**src/rtl/pl_ifid_fetchq.sv**
```systemverilog
// pl_ifid_fetchq: IF/ID stage with an instruction fetch queue.
// Fetched words are buffered in a FQ_DEPTH circular queue. The head is decoded
// combinationally for operand-address lookup and registered into the ID stage on pop.
// Optional feature macro: IFID_PERF_CNT_EN adds saturating stall/flush counters.
//
// Queue occupancy (derived from count, no explicit state register):
//   state   | meaning
//   EMPTY   | count == 0, ID stage inserts bubbles
//   PARTIAL | 0 < count < FQ_DEPTH, push and pop both allowed
//   FULL    | count == FQ_DEPTH, fetch_ready low
module pl_ifid_fetchq #(
    parameter int PROG_CTR_WID = 10,
    parameter int NUM_DOMAINS  = 1,
    parameter int FQ_DEPTH     = 4
) (
    input  logic                      clk,
    input  logic                      rst,
    input  logic                      fetch_valid,
    input  logic [15:0]               fetch_instr,
    input  logic [PROG_CTR_WID-1:0]   fetch_pc,
    output logic                      fetch_ready,
    input  logic                      flush,
    input  logic                      dec_stall,
    input  logic [NUM_DOMAINS*8-1:0]  op1_data,
    input  logic [NUM_DOMAINS*8-1:0]  op2_data,
    input  logic [7:0]                op3_data,
    output logic [3:0]                op1_addr,
    output logic [3:0]                op2_addr,
    output logic [2:0]                op3_addr,
    output logic                      load_true,
    output logic                      id_valid,
    output logic [36:0]               id_ctrl,
    output logic [PROG_CTR_WID-1:0]   id_pc,
    output logic [PROG_CTR_WID-1:0]   id_pred_pc,
    output logic [NUM_DOMAINS*8-1:0]  id_op1_dout,
    output logic [NUM_DOMAINS*8-1:0]  id_op2_dout,
    output logic [7:0]                id_op3_dout,
    output logic [3:0]                id_op1_addr,
    output logic [3:0]                id_op2_addr,
    output logic [2:0]                id_op3_addr,
    output logic [2:0]                id_res_addr
`ifdef IFID_PERF_CNT_EN
   ,output logic [15:0]               perf_stall_cnt,
    output logic [15:0]               perf_flush_cnt
`endif
);

    localparam int CW = (FQ_DEPTH > 1) ? $clog2(FQ_DEPTH) : 1;
    localparam logic [CW:0] FQ_FULL = FQ_DEPTH[CW:0];

    // id_ctrl bit positions
    localparam int B_ADD  = 36, B_OR   = 35, B_NOT  = 34, B_ANDB = 33, B_ORB  = 32;
    localparam int B_NOTB = 31, B_AND  = 30, B_CIN  = 29, B_CMPL = 28, B_JMP  = 27;
    localparam int B_CMP  = 26, B_SHL  = 25, B_LGCL = 24, B_ST   = 23, B_LD   = 22;
    localparam int B_WR   = 21, B_JGT  = 20, B_JLT  = 19, B_JEQ  = 18, B_JC   = 17;
    localparam int B_UJMP = 16, B_LDI  = 15, B_MUL  = 6,  B_RALU = 5,  B_UNRL = 4;
    localparam int B_RLLM = 3,  B_RDST = 2;

    localparam logic [4:0] OP_ADD  = 5'h01, OP_SUB   = 5'h02, OP_AND   = 5'h03, OP_OR    = 5'h04;
    localparam logic [4:0] OP_NOT  = 5'h05, OP_SHL   = 5'h06, OP_JMP   = 5'h07, OP_RLOAD = 5'h08;
    localparam logic [4:0] OP_RST  = 5'h09, OP_ANDB  = 5'h0A, OP_ORB   = 5'h0B, OP_NOTB  = 5'h0C;
    localparam logic [4:0] OP_CMP  = 5'h0D, OP_JGT   = 5'h0E, OP_JLT   = 5'h0F, OP_JEQ   = 5'h10;
    localparam logic [4:0] OP_JC   = 5'h11, OP_LDI   = 5'h12, OP_ADDMD = 5'h13, OP_SUBMD = 5'h14;
    localparam logic [4:0] OP_MULMD = 5'h15, OP_UNRL = 5'h17, OP_RLLM  = 5'h18;

    logic [15:0]             q_instr [FQ_DEPTH];
    logic [PROG_CTR_WID-1:0] q_pc    [FQ_DEPTH];
    logic [CW-1:0]           rd_ptr, wr_ptr;
    logic [CW:0]             count;
    logic                    q_empty, push, pop;
    logic [15:0]             head_instr;
    logic [PROG_CTR_WID-1:0] head_pc;
    logic [4:0]              head_op;
    logic [36:0]             dec;
    logic [PROG_CTR_WID+9:0] pred_ext;
    logic [PROG_CTR_WID-1:0] head_pred;

    assign q_empty     = (count == '0);
    assign fetch_ready = (count != FQ_FULL);
    assign push        = fetch_valid & fetch_ready & ~flush;
    assign pop         = ~q_empty & ~dec_stall & ~flush;

    assign head_instr = q_instr[rd_ptr];
    assign head_pc    = q_pc[rd_ptr];
    assign head_op    = head_instr[15:11];

    assign op1_addr  = q_empty ? 4'd0 : head_instr[3:0];
    assign op2_addr  = q_empty ? 4'd0 : head_instr[7:4];
    assign op3_addr  = (!q_empty && head_op == OP_RST) ? head_instr[10:8] : 3'd0;
    assign load_true = !q_empty && (head_op == OP_RLOAD);

    assign pred_ext  = {{PROG_CTR_WID{1'b0}}, head_instr[9:0]};
    assign head_pred = dec[B_JMP] ? pred_ext[PROG_CTR_WID-1:0] : '0;

    // Decode the queue head into the control bundle
    always_comb begin
        dec = '0;
        case (head_op)
            OP_ADD:   begin dec[B_ADD] = 1'b1; dec[B_WR] = 1'b1; end
            OP_SUB:   begin dec[B_ADD] = 1'b1; dec[B_CIN] = 1'b1; dec[B_CMPL] = 1'b1; dec[B_WR] = 1'b1; end
            OP_AND:   begin dec[B_AND] = 1'b1; dec[B_LGCL] = 1'b1; dec[B_WR] = 1'b1; end
            OP_OR:    begin dec[B_OR]  = 1'b1; dec[B_LGCL] = 1'b1; dec[B_WR] = 1'b1; end
            OP_NOT:   begin dec[B_NOT] = 1'b1; dec[B_LGCL] = 1'b1; dec[B_WR] = 1'b1; end
            OP_SHL:   begin dec[B_SHL] = 1'b1; dec[B_WR] = 1'b1; end
            OP_JMP:   begin dec[B_JMP] = 1'b1; dec[B_UJMP] = 1'b1; end
            OP_RLOAD: begin dec[B_LD]  = 1'b1; dec[B_WR] = 1'b1; end
            OP_RST:   dec[B_ST] = 1'b1;
            OP_ANDB:  begin dec[B_ANDB] = 1'b1; dec[B_WR] = 1'b1; end
            OP_ORB:   begin dec[B_ORB]  = 1'b1; dec[B_WR] = 1'b1; end
            OP_NOTB:  begin dec[B_NOTB] = 1'b1; dec[B_WR] = 1'b1; end
            OP_CMP:   dec[B_CMP] = 1'b1;
            OP_JGT:   begin dec[B_JMP] = 1'b1; dec[B_JGT] = 1'b1; end
            OP_JLT:   begin dec[B_JMP] = 1'b1; dec[B_JLT] = 1'b1; end
            OP_JEQ:   begin dec[B_JMP] = 1'b1; dec[B_JEQ] = 1'b1; end
            OP_JC:    begin dec[B_JMP] = 1'b1; dec[B_JC]  = 1'b1; end
            OP_LDI:   begin dec[B_LDI] = 1'b1; dec[B_WR] = 1'b1; end
            OP_ADDMD: begin dec[B_ADD] = 1'b1; dec[B_RALU] = 1'b1; dec[B_RDST] = 1'b1; dec[B_WR] = 1'b1; end
            OP_SUBMD: begin
                dec[B_ADD]  = 1'b1; dec[B_CMPL] = 1'b1; dec[B_RALU] = 1'b1;
                dec[B_RDST] = 1'b1; dec[B_WR]   = 1'b1;
            end
            OP_MULMD: begin dec[B_MUL] = 1'b1; dec[B_RALU] = 1'b1; dec[B_RDST] = 1'b1; dec[B_WR] = 1'b1; end
            OP_UNRL:  begin dec[B_UNRL] = 1'b1; dec[B_WR] = 1'b1; end
            OP_RLLM:  begin dec[B_RLLM] = 1'b1; dec[B_RDST] = 1'b1; dec[B_WR] = 1'b1; end
            default:  dec = '0;
        endcase
        // Immediate and register-file selects come straight from the word for every opcode
        dec[14:7] = head_instr[7:0];
        dec[1]    = head_instr[3];
        dec[0]    = head_instr[7];
    end

    // Queue storage; contents need no reset since count gates every read
    always_ff @(posedge clk) begin
        if (push) begin
            q_instr[wr_ptr] <= fetch_instr;
            q_pc[wr_ptr]    <= fetch_pc;
        end
    end

    // Queue pointers and occupancy; flush empties the queue and drops the concurrent fetch
    always_ff @(posedge clk or posedge rst) begin
        if (rst) begin
            rd_ptr <= '0;
            wr_ptr <= '0;
            count  <= '0;
        end else if (flush) begin
            rd_ptr <= '0;
            wr_ptr <= '0;
            count  <= '0;
        end else begin
            if (push) wr_ptr <= wr_ptr + 1'b1;
            if (pop)  rd_ptr <= rd_ptr + 1'b1;
            case ({push, pop})
                2'b10:   count <= count + 1'b1;
                2'b01:   count <= count - 1'b1;
                default: count <= count;
            endcase
        end
    end

    // ID register: load on pop, bubble when empty, hold on stall, clear valid/ctrl on flush
    always_ff @(posedge clk or posedge rst) begin
        if (rst) begin
            id_valid    <= 1'b0;
            id_ctrl     <= '0;
            id_pc       <= '0;
            id_pred_pc  <= '0;
            id_op1_dout <= '0;
            id_op2_dout <= '0;
            id_op3_dout <= '0;
            id_op1_addr <= '0;
            id_op2_addr <= '0;
            id_op3_addr <= '0;
            id_res_addr <= '0;
        end else if (flush) begin
            id_valid <= 1'b0;
            id_ctrl  <= '0;
        end else if (pop) begin
            id_valid    <= 1'b1;
            id_ctrl     <= dec;
            id_pc       <= head_pc;
            id_pred_pc  <= head_pred;
            id_op1_dout <= op1_data;
            id_op2_dout <= op2_data;
            id_op3_dout <= op3_data;
            id_op1_addr <= head_instr[3:0];
            id_op2_addr <= head_instr[7:4];
            id_op3_addr <= (head_op == OP_RST) ? head_instr[10:8] : 3'd0;
            id_res_addr <= (head_op == OP_RST) ? 3'd0 : head_instr[10:8];
        end else if (!dec_stall) begin
            id_valid <= 1'b0;
            id_ctrl  <= '0;
        end
    end

`ifdef IFID_PERF_CNT_EN
    // Saturating counters for stalled-with-work cycles and flush cycles
    always_ff @(posedge clk or posedge rst) begin
        if (rst) begin
            perf_stall_cnt <= '0;
            perf_flush_cnt <= '0;
        end else begin
            if (dec_stall && !q_empty && perf_stall_cnt != 16'hFFFF)
                perf_stall_cnt <= perf_stall_cnt + 16'd1;
            if (flush && perf_flush_cnt != 16'hFFFF)
                perf_flush_cnt <= perf_flush_cnt + 16'd1;
        end
    end
`endif

endmodule

```
**config.mk**
```make
export PLATFORM = sky130hd
export DESIGN_NAME = pl_ifid_fetchq
export DESIGN_NICKNAME = d
export VERILOG_FILES = /design/src/rtl/pl_ifid_fetchq.sv
export SDC_FILE = /design/constraint.sdc
export NUM_CORES = 1
export LEC_CHECK = 0
export BUFFER_PORTS_ARGS = -buffer_cell sky130_fd_sc_hd__buf_2
export CAP_MARGIN = 0
export CORE_ASPECT_RATIO = 1.5
export CORE_MARGIN = 8
export CORE_UTILIZATION = 50
export DETAILED_ROUTE_END_ITERATION = 8
export GPL_ROUTABILITY_DRIVEN = 0
export GPL_TIMING_DRIVEN = 0
export PLACE_DENSITY_LB_ADDON = 0.25
export RECOVER_POWER = 50
export SETUP_SLACK_MARGIN = 0.2
export SLEW_MARGIN = 0
export SYNTH_ARGS = -nofsm -noshare
export SYNTH_HDL_FRONTEND = slang
export SYNTH_SLANG_ARGS = --single-unit
```
**constraint.sdc**
```tcl
create_clock -name clk -period 4.7 [get_ports clk]
set_clock_uncertainty 0.2 [all_clocks]
set_input_delay 1.175 -clock clk [delete_from_list [all_inputs] [get_ports clk]]
set_output_delay 1.175 -clock clk [all_outputs]
set_load 0.05 [all_outputs]
```
==> results.sh <==
export IMPL_status="complete, but fails checks"
export IMPL_violations="max-capacitance violations, max-slew violations"
export IMPL_die_area_mm2=0.0205
export IMPL_critPathRequiredTime_ns=3.32
export IMPL_drtIter0Drc=399
export IMPL_regArea_mm2=0.00565
export IMPL_arrival_ns=2.73
export IMPL_antenna_found_initial=0
export IMPL_detail_route_antenna_nets=0
export IMPL_p_per_area_mw_per_mm2=655
export IMPL_grt_pass1_vias=5632
export IMPL_clkSinkCount=205
export IMPL_critPathMaxFanout=10
export IMPL_rsz0062_at_grt="false"
export IMPL_yosysWarnings=0
export IMPL_postLayoutCoreUtil=0.607
export IMPL_cts_setup_buffers=0
export IMPL_crit_path_start_kind="flip-flop"
export IMPL_synth_edf_count=104
export IMPL_cts_buffers=20
export IMPL_multi_input_area_mm2=0.00219
export IMPL_async_reset_ff_frac=0.493
export IMPL_cts_tree="done"
export IMPL_initial_core_util=0.504
export IMPL_layout_commonest_cell="nand2_1"
export IMPL_min_period_over_period=0.874
export IMPL_track_usage=0.184
export IMPL_antennaDiodeCount=0
export IMPL_die_x_um=120
export IMPL_relSlewSlack=-0.436
export IMPL_clkTransAtPathRegs_ns=0.07
export IMPL_mostFrequentLayoutCells="nand2_1 (185), edfxtp_1 (104), dfrtp_1 (101), buf_2 (100), clkbuf_1 (85)"
export IMPL_numPortBuffers=162
export IMPL_synth_flop_cell="edfxtp_1"
export IMPL_tightest_slew_ns=2.14
export IMPL_synth_cell_type_count=44
export IMPL_min_path_type="flip-flop to flip-flop"
export IMPL_syn_avg_cell_area_um2=13.5
export IMPL_synth_seq_cells=205
export IMPL_final_nets=841
export IMPL_drive_above_1_share=0.226
export IMPL_ys_seq_area_frac=0.702
export IMPL_core_rowCount=57
export IMPL_post_drt_wl_per_cell_um=18.8
export IMPL_grt_pass1_wl_um=29900
export IMPL_gr_total_overflow=0
export IMPL_max_freq_ghz=0.243
export IMPL_pin_count=164
export IMPL_worst_path_max_delay_cell="mux4_2"
export IMPL_synth_net_count=656
export IMPL_post_route_min_period_ns=4.11
export IMPL_power_leakage_nw=4.14
export IMPL_postCtsHoldBufs=0
export IMPL_drc=0
export IMPL_dr_total_vias=5249
export IMPL_critPathBufInv=3
export IMPL_drv_slew=49
export IMPL_cts_max_level=1
export IMPL_grt_start_max_net_pins=55
export IMPL_cts_root_buf="clkbuf_16"
export IMPL_ir_drop_mv=0.400
export IMPL_viasPerCell=5.24
export IMPL_reg2reg_from="count[0]$_DFFE_PP0P_"
export IMPL_synthCells=596
export IMPL_hold_violations=0
export IMPL_max_stage_delay_ns=0.56
export IMPL_cts_buffer_depth=3
export IMPL_startpoint="rd_ptr[0]$_DFFE_PP0P_"
export IMPL_power_mw=6.35
export IMPL_r2r_slack_ns=0.66
export IMPL_fill_cells=1298
export IMPL_die_h_um=171
export IMPL_area_delta_synth_final_pct=20.5
export IMPL_hpwl_um=13300
export IMPL_drt_wl_total_um=18900
export IMPL_design_core_area_mm2=0.0160
export IMPL_drt_first_pass_iters=4
export IMPL_crit_path_frequent_cell="buf_6"
export IMPL_syn_cell_area_mm2=0.00805
export IMPL_path_delay_family="simple AND/OR/NAND/NOR gates"
export IMPL_finalSetupViolations=0
export IMPL_worstSkewPairLatency_ns=0.49
export IMPL_critical_path_endpoint_type="output port"
export IMPL_crit_type="flip-flop to output port"
export IMPL_crit_chain="buf_6, mux4_2, buf_6, nand2b_4, nor3_2, and3_1, buf_2"
export IMPL_maxCapViolCount=1
export IMPL_cts_resized=0
export IMPL_whs_ns=0.272
export IMPL_hp_start="id_pc[4]$_DFFE_PP0P_"
## synth_stat cells, drive strengths merged (3+ instances only)
cell | instances | share of area
xnor2 | 4 | 0.0044
dfrtp | 101 | 0.31
and2 | 21 | 0.016
or3 | 3 | 0.0030
a22o | 6 | 0.0065
nand3 | 4 | 0.0025
nor2 | 13 | 0.0067
nand2 | 185 | 0.086
clkbuf | 11 | 0.0051
buf | 21 | 0.015
inv | 12 | 0.0056
a21oi | 4 | 0.0025
nor3 | 10 | 0.0075
nand2b | 7 | 0.0064
o21ai | 35 | 0.022
and3 | 4 | 0.0031
ha | 4 | 0.0062
edfxtp | 104 | 0.39
mux4 | 26 | 0.073
## report_power, final
part,switching (mW),total (mW),internal (mW)
sequential,0.166,2.37,2.20
clock,0.660,1.59,0.934
combinational,1.82,2.39,0.572
total,2.64,6.35,3.71
## stage by stage
step	cell area (um2)	setup TNS, ns	instances	setup WS (ns)
after floorplan	8050	0	596	0.678
after global placement	9120	-38.93	964	-0.395
after detailed placement	9150	0	965	0.787
after CTS	9820	0	1001	0.554
after global routing	9700	0	1001	0.391
final	9700	0	1001	0.592
## cell families (layout without fill, tap and decap cells)
logic type | Yosys count | in the layout | share of synthesized area
AND/OR/NAND/NOR | 252 | 252 | 0.140
flip-flops | 205 | 205 | 0.702
AO/OA/AOI/OAI | 58 | 58 | 0.0442
buffers and inverters | 44 | 243 | 0.0257
multiplexers | 27 | 27 | 0.0740
adder cells (fa/ha/maj) | 5 | 5 | 0.00871
XOR/XNOR | 5 | 5 | 0.00544
## layout make-up
type / count / share of cell area
Multi-Input combinational cell: 347 / 0.226
Timing Repair Buffer: 163 / 0.0748
Sequential cell: 205 / 0.583
Inverter: 12 / 0.00477
Buffer: 32 / 0.0164
Clock inverter: 10 / 0.00903
Tap cell: 206 / 0.0266
Clock buffer: 26 / 0.0600
## metal layers
metal / vias to the layer above / track usage / part of all wire
li1: 2449 / - / -
met1: 2606 / 0.206 / 0.38
met2: 164 / 0.336 / 0.52
met3: 30 / 0.0430 / 0.069
met4: 0 / 0.0616 / 0.025
met5: - / 0 / 0
## registers in the layout, indices dropped and copies added, names as in the netlist
name and count:
q_instr 64, count 3, id_op2_dout 8, id_pc 10
id_op3_addr 3, q_pc 40, id_ctrl 35, id_pred_pc 10
id_op3_dout 8, id_op2_addr 4, wr_ptr 2, id_res_addr 3
id_op1_dout 8, id_valid 1, id_op1_addr 4, rd_ptr 2
## worst min-delay path: stages, from the launching register on
cell and delay (ns):
dfrtp_1 0.34, nand2_1 0.05, nand2_1 0.05
## final timing paths
path,end,depth (start not counted)
min in group asynchronous,id_ctrl[14]$_DFFE_PP0P_,2
min reg2reg,id_pc[4]$_DFFE_PP0P_,2
max,op3_addr[1],7
max reg2reg,count[2]$_DFFE_PP0P_,11
min,id_pc[4]$_DFFE_PP0P_,2
max in group asynchronous,id_pc[3]$_DFFE_PP0P_,3
(Power assumes the default switching activity.)
